===== config.mk =====
export PLATFORM = sky130hd
export DESIGN_NAME = rx_frame_ctrl
export DESIGN_NICKNAME = d
export VERILOG_FILES = /design/src/rtl/rx_frame_ctrl_pkg.sv /design/src/rtl/rx_edge_bit_cnt.sv /design/src/rtl/rx_frame_ctrl.sv
export SDC_FILE = /design/constraint.sdc
export NUM_CORES = 1
export LEC_CHECK = 0
export BUFFER_PORTS_ARGS = -buffer_cell sky130_fd_sc_hd__buf_2
export CORE_MARGIN = 5
export CORE_UTILIZATION = 40
export CTS_CLUSTER_DIAMETER = 120
export DETAILED_ROUTE_END_ITERATION = 8
export PLACE_DENSITY = 0.6
export RECOVER_POWER = 25
export SLEW_MARGIN = 30
export SYNTH_ARGS = -nofsm -noshare
export SYNTH_HDL_FRONTEND = slang
export SYNTH_SLANG_ARGS = --single-unit

===== constraint.sdc =====
create_clock -name clk -period 6.1 [get_ports clk]
set_input_delay 0.61 -clock clk [delete_from_list [all_inputs] [get_ports clk]]
set_output_delay 0.61 -clock clk [all_outputs]
set_load 0.02 [all_outputs]

===== src/rtl/rx_frame_ctrl_pkg.sv =====
// Shared definitions for the UART receive frame controller: state encoding,
// legal oversampling ratios and bit-position helpers.
package rx_frame_ctrl_pkg;

    localparam logic [2:0] S_IDLE   = 3'd0;
    localparam logic [2:0] S_START  = 3'd1;
    localparam logic [2:0] S_DATA   = 3'd2;
    localparam logic [2:0] S_PARITY = 3'd3;
    localparam logic [2:0] S_STOP   = 3'd4;

    typedef enum logic [2:0] {
        ST_IDLE   = S_IDLE,
        ST_START  = S_START,
        ST_DATA   = S_DATA,
        ST_PARITY = S_PARITY,
        ST_STOP   = S_STOP
    } rx_state_t;

    localparam logic [5:0] PRESCALE_8  = 6'd8;
    localparam logic [5:0] PRESCALE_16 = 6'd16;
    localparam logic [5:0] PRESCALE_32 = 6'd32;

    localparam int         DATA_BITS = 8;
    localparam logic [3:0] LAST_BIT  = 4'(DATA_BITS - 1);

    // Last oversample of a bit period.
    function automatic logic edge_is_last(input logic [4:0] e, input logic [5:0] p);
        return ({1'b0, e} == (p - 6'd1));
    endfunction

    // Mid-bit oversample, where the sampler's vote is valid.
    function automatic logic edge_is_mid(input logic [4:0] e, input logic [5:0] p);
        return ({1'b0, e} == (p >> 1));
    endfunction

endpackage


===== src/rtl/rx_edge_bit_cnt.sv =====
// Oversample (edge) counter and data-bit index for the receive controller.
module rx_edge_bit_cnt
    import rx_frame_ctrl_pkg::*;
(
    input  logic       clk,
    input  logic       SRST,
    input  logic       cnt_en,
    input  logic       bit_inc_en,
    input  logic [5:0] Prescale,
    output logic [4:0] edge_cnt,
    output logic [3:0] bit_cnt
);

    always_ff @(posedge clk) begin
        if (SRST || !cnt_en) begin
            edge_cnt <= 5'd0;
            bit_cnt  <= 4'd0;
        end else begin
            edge_cnt <= edge_is_last(edge_cnt, Prescale) ? 5'd0 : edge_cnt + 5'd1;
            if (bit_inc_en) begin
                bit_cnt <= (bit_cnt == LAST_BIT) ? 4'd0 : bit_cnt + 4'd1;
            end
        end
    end

endmodule


===== src/rtl/rx_frame_ctrl.sv =====
// UART receive frame controller: start-bit qualification, data/parity/stop
// sequencing, error flags and a one-cycle data_valid strobe.
module rx_frame_ctrl
    import rx_frame_ctrl_pkg::*;
(
    input  logic       clk,
    input  logic       SRST,
    input  logic       RX_IN,
    input  logic       PAR_EN,
    input  logic       PAR_TYP,
    input  logic [5:0] Prescale,
    input  logic       sampled_bit,
    input  logic [7:0] P_DATA,
    output logic [4:0] edge_cnt,
    output logic [3:0] bit_cnt,
    output logic       dat_samp_en,
    output logic       deser_en,
    output logic       data_valid,
    output logic       par_err,
    output logic       stp_err
);

    rx_state_t  state_reg, state_next;
    logic       par_en_reg, par_typ_reg;
    logic [5:0] presc_reg;
    logic       par_err_reg, stp_err_reg, data_valid_reg;
    logic       edge_last, edge_mid, start_frame, cnt_en, bit_inc_en;

    assign edge_last   = edge_is_last(edge_cnt, presc_reg);
    assign edge_mid    = edge_is_mid(edge_cnt, presc_reg);
    assign start_frame = (state_reg == ST_IDLE) && !RX_IN;
    // Counter runs only while staying inside a frame, so it reads 0 on START entry and in IDLE.
    assign cnt_en      = (state_reg != ST_IDLE) && (state_next != ST_IDLE);
    assign bit_inc_en  = (state_reg == ST_DATA) && edge_last;

    rx_edge_bit_cnt u_cnt (
        .clk        (clk),
        .SRST       (SRST),
        .cnt_en     (cnt_en),
        .bit_inc_en (bit_inc_en),
        .Prescale   (presc_reg),
        .edge_cnt   (edge_cnt),
        .bit_cnt    (bit_cnt)
    );

    always_comb begin
        state_next  = state_reg;
        dat_samp_en = 1'b0;
        deser_en    = 1'b0;
        case (state_reg)
            ST_IDLE: begin
                if (!RX_IN) state_next = ST_START;
            end
            ST_START: begin
                dat_samp_en = 1'b1;
                if (edge_mid && sampled_bit) state_next = ST_IDLE;
                else if (edge_last)          state_next = ST_DATA;
            end
            ST_DATA: begin
                dat_samp_en = 1'b1;
                deser_en    = 1'b1;
                if (edge_last && (bit_cnt == LAST_BIT)) begin
                    state_next = par_en_reg ? ST_PARITY : ST_STOP;
                end
            end
            ST_PARITY: begin
                dat_samp_en = 1'b1;
                if (edge_last) state_next = ST_STOP;
            end
            ST_STOP: begin
                dat_samp_en = 1'b1;
                if (edge_last) state_next = ST_IDLE;
            end
            default: state_next = ST_IDLE;
        endcase
    end

    always_ff @(posedge clk) begin
        if (SRST) begin
            state_reg      <= ST_IDLE;
            par_en_reg     <= 1'b0;
            par_typ_reg    <= 1'b0;
            presc_reg      <= PRESCALE_8;
            par_err_reg    <= 1'b0;
            stp_err_reg    <= 1'b0;
            data_valid_reg <= 1'b0;
        end else begin
            state_reg      <= state_next;
            // stp_err is already settled at mid-stop, before the last edge.
            data_valid_reg <= (state_reg == ST_STOP) && edge_last && !par_err_reg && !stp_err_reg;
            if (start_frame) begin
                par_en_reg  <= PAR_EN;
                par_typ_reg <= PAR_TYP;
                presc_reg   <= Prescale;
                par_err_reg <= 1'b0;
                stp_err_reg <= 1'b0;
            end
            if ((state_reg == ST_PARITY) && edge_mid) begin
                par_err_reg <= sampled_bit ^ (^P_DATA) ^ par_typ_reg;
            end
            if ((state_reg == ST_STOP) && edge_mid) begin
                stp_err_reg <= ~sampled_bit;
            end
        end
    end

    assign data_valid = data_valid_reg;
    assign par_err    = par_err_reg;
    assign stp_err    = stp_err_reg;

endmodule


# --- Word-level counts from Yosys, hierarchy flattened ---
# Cells that the tools add are included.
# W data, S select, Z words.
op_classes:
  add_sub_neg: 3
  eq_ne: 7
  mux: 14
  n_bitwise: 3
  n_reduce_logical: 23
ops:
  columns: ["cell", "count"]
  rows:
  - ["$mux W3", 7]
  - ["$pmux W3 S5", 1]
  - ["$logic_and A1 B1 Y1", 10]
  - ["$reduce_xor A8 Y1", 1]
  - ["$eq A3 B2 Y1 const B", 2]
  - ["$eq A5 B6 Y1", 1]
  - ["$reduce_bool A3 Y1", 2]
  - ["$sub A6 B1 Y6 const B", 1]
  - ["$add A5 B1 Y5 const B", 1]
  - ["$eq A5 B5 Y1", 1]
  - ["$mux W1", 5]
  - ["$add A4 B1 Y4 const B", 1]
  - ["$eq A4 B3 Y1 const B", 1]
  - ["$logic_not A1 Y1", 4]
  - ["$mux W4", 1]
  - ["$reduce_bool A2 Y1", 2]
  - ["$reduce_or A4 Y1", 1]
  - ["$eq A3 B1 Y1 const B", 1]
  - ["$eq A3 B3 Y1 const B", 1]
  - ["$logic_not A3 Y1", 1]
  - ["$reduce_or A2 Y1", 1]
  - ["$xor A1 B1 Y1", 2]
  - ["$logic_or A1 B1 Y1", 1]
  - ["$not A1 Y1", 1]
word_totals:
  regBits: 23
  input_bits: 20
  out_inout_bits: 14

# --- Depth between registers and ports, before layout ---
depth:
  ltp_word: 10
  depth_mapped: 8
  ltp_nobuf: 7

# --- Cells and area by module ---
# Synthesis repeated with hierarchy kept, for this count alone.
hier_totals:
  cells_unflattened: 173
  hier_area_um2: 1497.7
modules_own_cells:
  columns: ["mod", "instances", "cells_per_inst", "area_per_inst_um2", "seq_area_each_um2"]
  rows:
  - ["rx_frame_ctrl", 1, 115, 950.9, 280.3]
  - ["rx_edge_bit_cnt", 1, 58, 546.8, 180.2]

# --- Least setup slack after synthesis ---
# OpenSTA, ideal clock, no wires.
synth_timing:
  path_type: "register -> register"
  from: "register presc_reg[0]"
  to: "register u_cnt.bit_cnt[0]"
  setup_time_ns: 0.080
  arrival_ns: 1.887
  t_required_ns: 6.020
  path_slack_ns: 4.133
  stages_incl_launch_ff: 9
  path_buffers: 1
  synth_period_minus_slack_ns: 1.967
  cell_sequence: "dfxtp_1 inv_1 ha_1 and2_1 a211o_1 a32o_1 a211o_1 buf_2 a22oi_1"
synth_via:
  elab_chain_cells: 9
  elab_cells_between_ends: 14
synth_rtl:
  columns: ["element", "line", "text"]
  rows:
  - ["start, declared", "rx_frame_ctrl.sv:25", "logic [5:0] presc_reg;"]
  - ["start signal, assigned", "rx_frame_ctrl.sv:94", "presc_reg <= Prescale;"]
  - ["$sub A6 B1 Y6 *", "rx_frame_ctrl_pkg.sv:28", "return ({1'b0, e} == (p - 6'd1));"]
  - ["$eq A5 B6 Y1 *", "rx_frame_ctrl_pkg.sv:28", null]
  - ["$mux W3 or $logic_and A1 B1 Y1 (tied branches)", "rx_frame_ctrl.sv:57, rx_frame_ctrl.sv:62", null]
  - ["$mux W3, on equally long branches", "rx_frame_ctrl.sv:56, rx_frame_ctrl.sv:62", null]
  - ["$pmux W3 S5", "rx_frame_ctrl.sv:50", "case (state_reg)"]
  - ["$reduce_bool A3 Y1", "rx_frame_ctrl.sv:33", "assign cnt_en = (state_reg != ST_IDLE) && (state_next != ST_IDLE);"]
  - ["$logic_and A1 B1 Y1", "rx_frame_ctrl.sv:33", null]
  - ["$logic_not A1 Y1", "rx_edge_bit_cnt.sv:15", "if (SRST || !cnt_en) begin"]
  - ["$logic_or A1 B1 Y1", "rx_edge_bit_cnt.sv:15", null]
  - ["end signal, assigned", "rx_edge_bit_cnt.sv:21", "bit_cnt <= (bit_cnt == LAST_BIT) ? 4'd0 : bit_cnt + 4'd1;"]
  - ["end, declared", "rx_edge_bit_cnt.sv:11", "output logic [3:0] bit_cnt"]
# Every way passes the cells marked *; elsewhere a longest branch is shown, timed or not.
# A chain may end at the register's enable or synchronous reset.

# --- Worst setup path after layout ---
# Ends and elaborated chain as after synthesis.

==> impl_metrics.prom <==
# TYPE chip_impl_metric gauge
chip_impl_metric{name="dr.pass1.iters",unit=""} 4
chip_impl_metric{name="clock_sink_count",unit=""} 23
chip_impl_info{name="outcome",value="finished clean"} 1
chip_impl_metric{name="globalRouteOverflowTotal",unit=""} 0
chip_impl_metric{name="grt_pass1_wl",unit="mm"} 5.595
chip_impl_metric{name="finalCritPeriodShare",unit="%"} 37.42
chip_impl_metric{name="nFillCells",unit=""} 381
chip_impl_metric{name="boundaryPins",unit=""} 34
chip_impl_metric{name="port_buffers",unit=""} 33
chip_impl_metric{name="cts_hold_repair.buffers",unit=""} 0
chip_impl_metric{name="worst_ep_required_time",unit="ns"} 6.34
chip_impl_metric{name="worst_hold_path_depth",unit=""} 2
chip_impl_metric{name="worst-path-max-fanout",unit=""} 13
chip_impl_metric{name="drv_slew",unit=""} 0
chip_impl_metric{name="clockBufferDepth",unit=""} 2
chip_impl_metric{name="routed_via_count_divided_by_cell_count",unit=""} 5.377
chip_impl_metric{name="finClkSkew",unit="ns"} 0.003304
chip_impl_info{name="timing.hold.worst.class",value="flop to flop"} 1
chip_impl_metric{name="clkSlewWorstSetupHoldPaths",unit="ns"} 0.12
chip_impl_metric{name="drive_gt1_share",unit="%"} 18.69
chip_impl_metric{name="initial_drt_markers",unit=""} 100
chip_impl_metric{name="vdd_drop_max",unit="mV"} 0.09303
chip_impl_metric{name="weighted_congestion_reported_at_the_end_of_routability_driven_placement",unit=""} 0.8372
chip_impl_metric{name="core_rows",unit=""} 21
chip_impl_metric{name="syn_area",unit="sq mm"} 0.001400
chip_impl_metric{name="drc_errors",unit=""} 0
chip_impl_metric{name="areal_power_density_over_the_cells",unit="mW/mm^2"} 191.4
chip_impl_info{name="synth_area_leader_cell",value="dfxtp_1"} 1
chip_impl_metric{name="finalSetupViolCount",unit=""} 0
chip_impl_metric{name="fp.coreArea",unit="sq mm"} 0.003363
chip_impl_metric{name="syn_avg_cell_area",unit="sq um"} 8.334
chip_impl_metric{name="total_leakage_power",unit="nW"} 0.6406
chip_impl_metric{name="p_comb_share",unit="%"} 23.9
chip_impl_info{name="timing.critical_path.to_type",value="flop"} 1
chip_impl_metric{name="post-cts-setup-buffers",unit=""} 0
chip_impl_metric{name="critPathArrivalTime",unit="ns"} 2.52
chip_impl_metric{name="count_of_mapped_cells_out_of_synthesis",unit=""} 168
chip_impl_info{name="type_of_the_worst_setup_path",value="flop to flop"} 1
chip_impl_metric{name="tot_gr_track_use",unit="%"} 13.75
chip_impl_metric{name="die_height",unit="um"} 69.16
chip_impl_metric{name="die-width",unit="um"} 69.16
chip_impl_info{name="synth.area.top_cells",value="dfxtp_1 (33%), xor2_1 (7.5%), xnor2_1 (6.3%)"} 1
chip_impl_metric{name="ant_nets",unit=""} 0
chip_impl_metric{name="grt_pass1_vias",unit=""} 1290
chip_impl_metric{name="sequentialPowerShare",unit="%"} 53.0
chip_impl_metric{name="via_count",unit=""} 1312
chip_impl_metric{name="antenna_found_initial",unit=""} 0
chip_impl_info{name="dominantRegCellSynth",value="dfxtp_1"} 1
chip_impl_metric{name="worst_slack_setup_final",unit="ns"} 3.818
chip_impl_metric{name="starting_density_of_the_core",unit="%"} 41.63
chip_impl_metric{name="postSynth.asyncResetShare",unit="%"} 0
chip_impl_info{name="synth_most_common_cell",value="dfxtp_1"} 1
chip_impl_metric{name="distinct_cell_type_count_of_the_synthesized_netlist",unit=""} 46
chip_impl_metric{name="final.hold.worst_slack",unit="ns"} 0.4814
chip_impl_metric{name="final_hold_viol_count",unit=""} 0
chip_impl_metric{name="yosysSeqAreaShare",unit="%"} 32.89
chip_impl_metric{name="final.setup.tns",unit="ns"} 0
chip_impl_info{name="timing.critical_path.from_type",value="flop"} 1
chip_impl_info{name="rsz0062_at_grt",value="false"} 1
chip_impl_metric{name="numCtsBuffers",unit=""} 3
chip_impl_metric{name="grt_max_degree",unit=""} 18
chip_impl_metric{name="clock_latency",unit="ns"} 0.31
chip_impl_metric{name="synth_warn",unit=""} 0
chip_impl_info{name="netlist_top_cells_count",value="dfxtp_1 (23), nand2_1 (21), nor2_1 (14)"} 1
chip_impl_metric{name="postSynthRegisterBits",unit=""} 23
chip_impl_metric{name="nets",unit=""} 222
chip_impl_metric{name="timing.max_slew.rel_slack",unit="%"} 42.73
chip_impl_metric{name="power.switching",unit="W"} 0.00009393
chip_impl_metric{name="largest_register_ff_count",unit=""} 6
chip_impl_metric{name="hpwl",unit="mm"} 2.565
chip_impl_metric{name="max-cap-violations",unit=""} 0
chip_impl_metric{name="routedWlPerCell",unit="um"} 13.16
chip_impl_metric{name="final_period_minus_worst_setup_slack",unit="ns"} 2.282
chip_impl_metric{name="power.share.switching",unit="%"} 30.69
chip_impl_metric{name="worst_reg2reg_path_depth",unit=""} 7
chip_impl_metric{name="synth_edf_count",unit=""} 0
chip_impl_metric{name="cts_resized",unit=""} 0
chip_impl_metric{name="postRouteWirelength",unit="mm"} 3.211
chip_impl_info{name="cts_tree",value="yes"} 1
chip_impl_metric{name="antenna_cells",unit=""} 0
chip_impl_metric{name="pre_cts_ws",unit="ns"} 3.849
chip_impl_metric{name="die_outline_area",unit="sq mm"} 0.004783
chip_impl_metric{name="worst_pin_slew",unit="ns"} 0.8520
chip_impl_metric{name="synth_largest_type_area_fraction",unit="%"} 32.89
chip_impl_metric{name="timing.fmax",unit="MHz"} 438.1
chip_impl_metric{name="htree_num_levels",unit=""} 1
chip_impl_metric{name="syn2layout_area_growth",unit="%"} 14.21
chip_impl_metric{name="mappedNetlistNets",unit=""} 191
chip_impl_metric{name="power.internal",unit="W"} 0.0002122
chip_impl_metric{name="clock_power_share",unit="%"} 23.1
chip_impl_info{name="clock_tree.root_cell",value="clkbuf_4"} 1
==> layout make-up <==
type | instances | area [sq um] | area share [%]
Tap cell | 46 | 57.56 | 3.599
Timing Repair Buffer | 33 | 153.9 | 9.624
Clock buffer | 4 | 26.28 | 1.643
Inverter | 9 | 33.78 | 2.113
Multi-Input combinational cell | 129 | 867.1 | 54.23
Sequential cell | 23 | 460.4 | 28.80
==> cells in the final DEF (no fill, tap or decap), drive strengths merged, types with 4 or more instances in the layout <==
cell,instances
a21oi,10
a22oi,4
buf,24
clkbuf,13
dfxtp,23
inv,9
nand2,21
nand3,6
nand4,5
nor2,14
xnor2,10
xor2,12
==> power by group through the flow <==
stage	combinational, W	clock [W]	sequential (W)
after floorplan	0.0000548	0	0.000165
after global placement	0.0000711	0	0.000166
after detailed placement	0.0000735	0	0.000166
after CTS	0.0000735	0.0000718	0.000162
after global routing	0.0000822	0.0000778	0.000163
final	0.0000732	0.0000706	0.000162
==> critical path, cell delays in order (launching register included) <==
cell	delay, ns
dfxtp_1	0.42
inv_1	0.07
ha_1	0.23
and2_1	0.17
a211o_1	0.31
a32o_1	0.37
a211o_1	0.44
a22oi_1	0.21
==> final timing paths <==
| check | from | endpoint | slack (ns) |
|---|---|---|---|
| worst max-delay path | presc_reg[0] | u_cnt.bit_cnt[0] | 3.82 |
| worst min-delay path | par_typ_reg | par_typ_reg | 0.48 |
| worst max register to register | presc_reg[0] | u_cnt.bit_cnt[0] | 3.82 |
| worst min register to register | par_typ_reg | par_typ_reg | 0.48 |
==> stage by stage <==
| step | cells | util [%] | total power [W] | instance area, sq um |
|---|---|---|---|---|
| after global routing | 244 | 47.54 | 0.0003233 | 1599 |
| final | 244 | 47.54 | 0.0003061 | 1599 |
| after floorplan | 168 | - | 0.0002197 | 1400 |
| after detailed placement | 240 | 47.10 | 0.0002393 | 1584 |
| after global placement | 240 | 47.10 | 0.0002367 | 1584 |
| after CTS | 244 | 47.88 | 0.0003077 | 1610 |
==> layer usage <==
layer	up-vias	GRT usage, %	part of all wire [%]
met3	10	2.180	4.0
met4	0	5.857	2.4
met5	-	0	0
li1	661	-	-
met2	29	24.47	49
met1	612	16.16	44
==> logic make-up (layout without fill, tap and decap cells) <==
logic type      Yosys count  after routing  synth area share, %
fa+ha+maj                 3              3                2.681
compound gates           36             36                18.59
buf+inv                  16             46                5.183
flops                    23             23                32.89
simple gates             67             67                25.29
xor+xnor                 23             23                15.37
Note: power is estimated with default switching activity, not from simulation.
